### src/rtl/trap_pkg.sv
// Shared types and constants for the trap sequencer: state encoding,
// cause-class codes, and default handler/return addressing.
package trap_pkg;

    typedef enum logic [2:0] {
        ST_RUN      = 3'd0,
        ST_FLUSH    = 3'd1,
        ST_REDIRECT = 3'd2,
        ST_HANDLER  = 3'd3,
        ST_RETURN   = 3'd4,
        ST_HALT     = 3'd5
    } trap_state_e;

    localparam logic [2:0] CAUSE_LOAD   = 3'b000;
    localparam logic [2:0] CAUSE_STORE  = 3'b001;
    localparam logic [2:0] CAUSE_ALUOP  = 3'b010;
    localparam logic [2:0] CAUSE_BRANCH = 3'b011;
    localparam logic [2:0] CAUSE_OPCODE = 3'b100;

    localparam logic [14:0] STVEC_DEFAULT      = 15'h1000;
    localparam int          RET_OFFSET_DEFAULT = 4;

endpackage

### src/rtl/trap_csr.sv
// SEPC/SCAUSE capture registers with a single load enable; kept separate so
// the CSR-read path can reuse them.
module trap_csr #(
    parameter int PC_W    = 15,
    parameter int CAUSE_W = 64
) (
    input  logic               clk,
    input  logic               rst,
    input  logic               load_i,
    input  logic [PC_W-1:0]    sepc_i,
    input  logic [CAUSE_W-1:0] scause_i,
    output logic [PC_W-1:0]    sepc_o,
    output logic [CAUSE_W-1:0] scause_o
);

    logic [PC_W-1:0]    sepc_q;
    logic [CAUSE_W-1:0] scause_q;

    always_ff @(posedge clk or posedge rst) begin
        if (rst) begin
            sepc_q   <= '0;
            scause_q <= '0;
        end else if (load_i) begin
            sepc_q   <= sepc_i;
            scause_q <= scause_i;
        end
    end

    assign sepc_o   = sepc_q;
    assign scause_o = scause_q;

endmodule

### src/rtl/trap_controller.sv
// Trap sequencer: latch CSRs, flush, redirect to STVEC, track handler, return
// on sret. Define TRAP_STATS_EN to enable the saturating trap_count counter.
module trap_controller
    import trap_pkg::*;
#(
    parameter int              PC_W         = 15,
    parameter int              CAUSE_W      = 64,
    parameter logic [PC_W-1:0] STVEC        = STVEC_DEFAULT,
    parameter int              FLUSH_CYCLES = 2,
    parameter int              RET_OFFSET   = RET_OFFSET_DEFAULT
) (
    input  logic               clk,
    input  logic               rst,
    input  logic               exception,
    input  logic [PC_W-1:0]    sepc,
    input  logic [CAUSE_W-1:0] scause,
    input  logic               sret,
    output logic               flush,
    output logic               pc_redirect,
    output logic [PC_W-1:0]    redirect_pc,
    output logic               in_trap,
    output logic               double_fault,
    output logic [PC_W-1:0]    sepc_q,
    output logic [CAUSE_W-1:0] scause_q,
    output logic [2:0]         cause_class,
    output logic [7:0]         trap_count
);

    trap_state_e state_q, state_d;
    logic [2:0]  cnt_q, cnt_d;
    logic        csr_load;

    trap_csr #(
        .PC_W    (PC_W),
        .CAUSE_W (CAUSE_W)
    ) u_csr (
        .clk      (clk),
        .rst      (rst),
        .load_i   (csr_load),
        .sepc_i   (sepc),
        .scause_i (scause),
        .sepc_o   (sepc_q),
        .scause_o (scause_q)
    );

    always_ff @(posedge clk or posedge rst) begin
        if (rst) begin
            state_q <= ST_RUN;
            cnt_q   <= '0;
        end else begin
            state_q <= state_d;
            cnt_q   <= cnt_d;
        end
    end

    always_comb begin
        state_d      = state_q;
        cnt_d        = cnt_q;
        csr_load     = 1'b0;
        flush        = 1'b0;
        pc_redirect  = 1'b0;
        redirect_pc  = '0;
        in_trap      = 1'b0;
        double_fault = 1'b0;
        case (state_q)
            ST_RUN: begin
                if (exception) begin
                    csr_load = 1'b1;
                    cnt_d    = 3'(FLUSH_CYCLES);
                    state_d  = ST_FLUSH;
                end
            end
            ST_FLUSH: begin
                flush = 1'b1;
                if (cnt_q <= 3'd1) state_d = ST_REDIRECT;
                else               cnt_d   = cnt_q - 3'd1;
            end
            ST_REDIRECT: begin
                flush       = 1'b1;
                pc_redirect = 1'b1;
                redirect_pc = STVEC;
                state_d     = ST_HANDLER;
            end
            ST_HANDLER: begin
                in_trap = 1'b1;
                // A second fault inside the handler wins over a simultaneous sret.
                if (exception) state_d = ST_HALT;
                else if (sret) state_d = ST_RETURN;
            end
            ST_RETURN: begin
                flush       = 1'b1;
                pc_redirect = 1'b1;
                redirect_pc = sepc_q + PC_W'(RET_OFFSET);
                in_trap     = 1'b1;
                state_d     = ST_RUN;
            end
            ST_HALT: begin
                flush        = 1'b1;
                in_trap      = 1'b1;
                double_fault = 1'b1;
            end
            default: state_d = ST_RUN;
        endcase
    end

    assign cause_class = scause_q[CAUSE_W-1 -: 3];

`ifdef TRAP_STATS_EN
    logic [7:0] trap_count_q;

    always_ff @(posedge clk or posedge rst) begin
        if (rst)                                    trap_count_q <= '0;
        else if (csr_load && trap_count_q != 8'hFF) trap_count_q <= trap_count_q + 8'd1;
    end

    assign trap_count = trap_count_q;
`else
    assign trap_count = '0;
`endif

endmodule
### config.mk
export PLATFORM = sky130hd
export DESIGN_NAME = trap_controller
export DESIGN_NICKNAME = d
export VERILOG_FILES = /design/src/rtl/trap_pkg.sv /design/src/rtl/trap_csr.sv /design/src/rtl/trap_controller.sv
export SDC_FILE = /design/constraint.sdc
export NUM_CORES = 1
export LEC_CHECK = 0
export ABC_AREA = 1
export BUFFER_PORTS_ARGS = -buffer_cell sky130_fd_sc_hd__buf_4
export CAP_MARGIN = 20
export CORE_ASPECT_RATIO = 0.8
export CORE_MARGIN = 5
export CORE_UTILIZATION = 43
export DETAILED_ROUTE_END_ITERATION = 10
export PLACE_DENSITY = 0.76
export SLEW_MARGIN = 20
export SYNTH_ARGS = -nofsm -noshare
export SYNTH_HDL_FRONTEND = slang
export SYNTH_SLANG_ARGS = --single-unit
### constraint.sdc
create_clock -name clk -period 6.73 [get_ports clk]
set_input_delay 1.346 -clock clk [delete_from_list [all_inputs] [get_ports clk]]
set_output_delay 1.346 -clock clk [all_outputs]
set_load 0.01 [all_outputs]
== After elaboration in Yosys (flattened, before gate mapping) ==
Index checks and enable logic that the tools add are counted.
Storage, ports and cells
  word-level logic and storage cells: 39
  output and inout bits: 109
  flip-flop bits (word level): 85
  bits of input ports: 83
Operators by class
  reductions and logical operators: 7
  add/subtract/negate cells: 2
  bitwise logic cells: 1
  mux-type cells: 15
  equality and inequality tests: 9
  $lt $le $gt $ge: 1
Operator list (number)
  $pmux 15 s2: 1
  $mux 3: 6
  $add 15x3->15 const B: 1
  $pmux 3 s5: 1
  $eq 3x2->1 const B: 2
  $eq 3x3->1 const B: 2
  $mux 1: 6
  $ne 2x2->1 const B: 3
  $pmux 3 s2: 1
  $reduce_and 4->1: 1
  $reduce_or 4->1: 1
  $eq 3x1->1 const B: 1
  $le 3x1->1 const B: 1
  $logic_not 3->1: 1
  $ne 3x3->1 const B: 1
  $reduce_and 3->1: 1
  $reduce_or 3->1: 1
  $sub 3x1->3 const B: 1
  $reduce_bool 2->1: 1
  $reduce_or 2->1: 1
  $not 1->1: 1

== Logic depth before layout (Yosys ltp) ==
  word-level depth: 3
  depth in mapped cells: 8
  gate-level depth less buffers: 7

== By module ==
Synthesis repeated with hierarchy kept, for this count alone.
Unflattened totals
  cells, all modules: 482
  area, all modules: 3866.2 µm²
By module, submodules not included
  trap_csr: seq. area each 1976.9 µm², area each 2985.4 µm², times used 1, cells each 335
  trap_controller: seq. area each 150.1 µm², area each 880.8 µm², times used 1, cells each 147

== Worst setup path after synthesis ==
No wires, ideal clock.
  path type: register to output
  from: reg u_csr.sepc_q[2], in the netlist u_csr.sepc_o[2]
  to: out redirect_pc[14]
  arrival: 1372 ps
  path slack: 4012 ps
  buffers on the path: 0
  required time: 5384 ps
  cell stages (with the launch flop): 8
  cells stage by stage: dfrtp_1 ha_1 nand3_1 nor2_1 nand3_1 nand2_1 nand2_1 nor2_1
On the way
  word-level cells in the longest chain between the ends: 2
Ends and longest elaborated chain
  start, declared: RTL line trap_csr.sv:16  | logic [PC_W-1:0] sepc_q;
  start signal, assigned: RTL line trap_csr.sv:24  | sepc_q <= sepc_i;
  $add 15x3->15: RTL line trap_controller.sv:93  | redirect_pc = sepc_q + PC_W'(RET_OFFSET);
  $pmux 15 s2: RTL line trap_controller.sv:65  | case (state_q)
  end, declared: RTL line trap_controller.sv:20  | output logic [PC_W-1:0] redirect_pc,
No other way between the ends.

== Worst setup path in the final report ==
Ends and elaborated chain as after synthesis.

==> qor.csv <==
metric,value,unit
outcome,finished clean,
post-layout min period,3.329,ns
post-synthesis cell type count,20,
hold slack,0.4817,ns
Crit. End Element,primary output,
clock sinks,85,
reg2reg start,state_q[0],
worst skew pair latency,0.35,ns
final count of hold timing violations,0,
RSZ-0062 raised after global routing,false,
post-synthesis compound-gate area fraction,3.712,%
Placer Congestion,0.8223,
first-pass GRT wire length,17.33,mm
crit path kind,register to primary output,
Worst setup SP type,register,
Min-Delay Endpoint,u_csr.scause_o[44],
TritonCTS Buffers,9,
starting density of the core,44.30,%
CTS max path bufs,2,
DR DRC count,0,
min-delay src,u_csr.scause_o[44],
Port Buffer Count,183,
relative slew slack,45.18,%
final worst-path cycle share,49.46,%
largest net degree at the start of global routing,86,
post-synthesis mux area share,0,%
Mapped Area,3775,sq um
Final Skew,0.006602,ns
simple-gate area share of the yosys netlist,31.46,%
total wire length,10.76,mm
# rows,30,
P&R area growth vs syn,42.33,%
fmax,300.4,MHz
worst vdd ir,0.0002253,V
adder-cell share of the synthesized area,0.9944,%
Top Ports,192,
DIE WIDTH,114.8,um
power density over the cells,448.9,nW/um^2
WL per Instance,13.99,um
Cells after Synth,477,
grt total ovfl,0,
sequential area share after synthesis,56.35,%
reg-to-reg endpoint,u_csr.sepc_o[11],
Nets,738,
CP Max Fanout,6,
layout cells sized above 1,31.35,%
WP data arrival,1.98,ns
antenna violations before repair,0,
Resize count post-CTS,0,
GRT Resource Usage Total,20.09,%
CORE AREA,8521,sq um
reg2reg path depth,5,
fillers,781,
worst min path class,register to register,
Tot Pwr,2412,uW
Hold Path Depth,2,
max-slew violations,0,
DPL Wire Length,7.760,mm
Pleak,0.003082,uW
Fin Setup TNS,0,ns
via count,3610,
register bit total from synthesis,85,
syn_area_per_cell,7.914,sq um
CTS root buf,clkbuf_8,
largest family of logic cells by synthesized area,simple AND/OR/NAND/NOR gates,
n_diodes,0,
post-route ant nets,0,
top cell type's share of synthesized area,56.35,%
die footprint,10760,sq um
r2r setup slk,4.07,ns
H-tree depth,3,
clock transition at the registers of the reported paths,0.08,ns
Crit path required time,5.38,ns
XOR/XNOR Fraction of Synth Area,0,%
CTS tree,done,
vias in the first global route,3641,
hold buffer count at CTS,0,
vias per cell,4.694,
setup repair bufs after CTS,0,
TritonRoute pass-1 iters,4,
First DRT Iteration DRCs,280,
worst slew pin tran,0.8223,ns
Area contributors post-synth,"dfrtp_1 (56%), nand2_1 (26%), o21ai_0 (2.7%)",
final setup vio count,0,
"area leader, netlist",dfrtp_1,
yosys warns,0,
Max-Cap Viols,0,
Die H,93.81,um
## layer usage
layer	share of wire [%]	track usage (%)	vias up
met1	41	25.07	1673
met2	47	32.90	144
met3	9.8	7.534	16
met4	1.9	5.376	0
li1	-	-	1777
met5	0	0	-
## cell families (layout without fill, tap and decap cells)
family          count (synthesis)  in the layout
compound gates                 28             28
fa+ha+maj                       3              3
buf+inv                        56            229
flops                          85             85
other cells                     1              8
simple gates                  304            304
## placed cells by master, fill, tap and decap left out, drive strengths merged, types with 2 or more instances in the layout
master,instances
a21oi,8
buf,185
clkbuf,13
clkinv,2
conb,8
dfrtp,85
ha,3
inv,27
nand2,258
nand3,16
nor2,27
nor3,3
o21ai,20
## critical path, stage by stage, from the launching register on
cell,delay (ns)
dfrtp_1,0.43
ha_1,0.21
nand3_1,0.13
nor2_1,0.34
nand3_1,0.17
nand2_1,0.09
nand2_1,0.05
nor2_1,0.10
buf_4,0.13
## metrics by stage
step / std cells / setup WS [ns] / cell area (sq um) / util [%]
final: 769 / 3.401 / 5373 / 63.05
after global routing: 769 / 3.259 / 5373 / 63.05
after CTS: 769 / 3.397 / 5369 / 63.01
after detailed placement: 753 / 3.197 / 5157 / 60.53
after global placement: 753 / 3.278 / 5157 / 60.53
after floorplan: 484 / 3.191 / 3801 / -
## how the worst max path moves through the flow
stage               startpoint               end  cells past startpoint
2_1_floorplan              rst          cnt_q[0]                      1
3_3_place_gp         exception   u_csr.sepc_o[6]                      5
3_5_place_dp         exception  u_csr.sepc_o[11]                      5
4_1_cts        u_csr.sepc_o[2]   redirect_pc[14]                      8
5_1_grt        u_csr.sepc_o[2]   redirect_pc[14]                      8
6_report       u_csr.sepc_o[2]   redirect_pc[14]                      8
## sequential cells by signal, indices dropped and copies added (netlist names)
register and cells:
u_csr.scause_o 64, cnt_q 3, u_csr.sepc_o 15, state_q 3
## area by class of cell
type | count | area [sq um] | area share (%)
Clock inverter | 3 | 42.54 | 0.7918
Timing Repair Buffer | 185 | 1393 | 25.92
Multi-Input combinational cell | 343 | 1395 | 25.97
Clock buffer | 13 | 168.9 | 3.144
Tap cell | 112 | 140.1 | 2.608
Sequential cell | 85 | 2127 | 39.59
Inverter | 28 | 106.4 | 1.980
## Yosys cell counts
master / number
ha_1: 3
clkbuf_1: 4
nor2_4: 1
nor2_1: 26
conb_1: 1
nand3_4: 1
buf_6: 2
a21oi_1: 8
buf_2: 6
o21ai_0: 20
nand2_1: 257
nand3_1: 15
nor3_1: 3
dfrtp_1: 85
buf_4: 12
buf_1: 3
clkbuf_2: 1
nand2_2: 1
inv_1: 26
inv_2: 2
## where the power goes
| part | internal (uW) | switching [uW] | leakage, uW |
|---|---|---|---|
| registers | 751 | 181 | 0.00106 |
| clock network | 202 | 179 | 0.000106 |
| logic | 504 | 595 | 0.00192 |
| total | 1460 | 955 | 0.00308 |
Note: power is estimated with default switching activity, not from simulation.
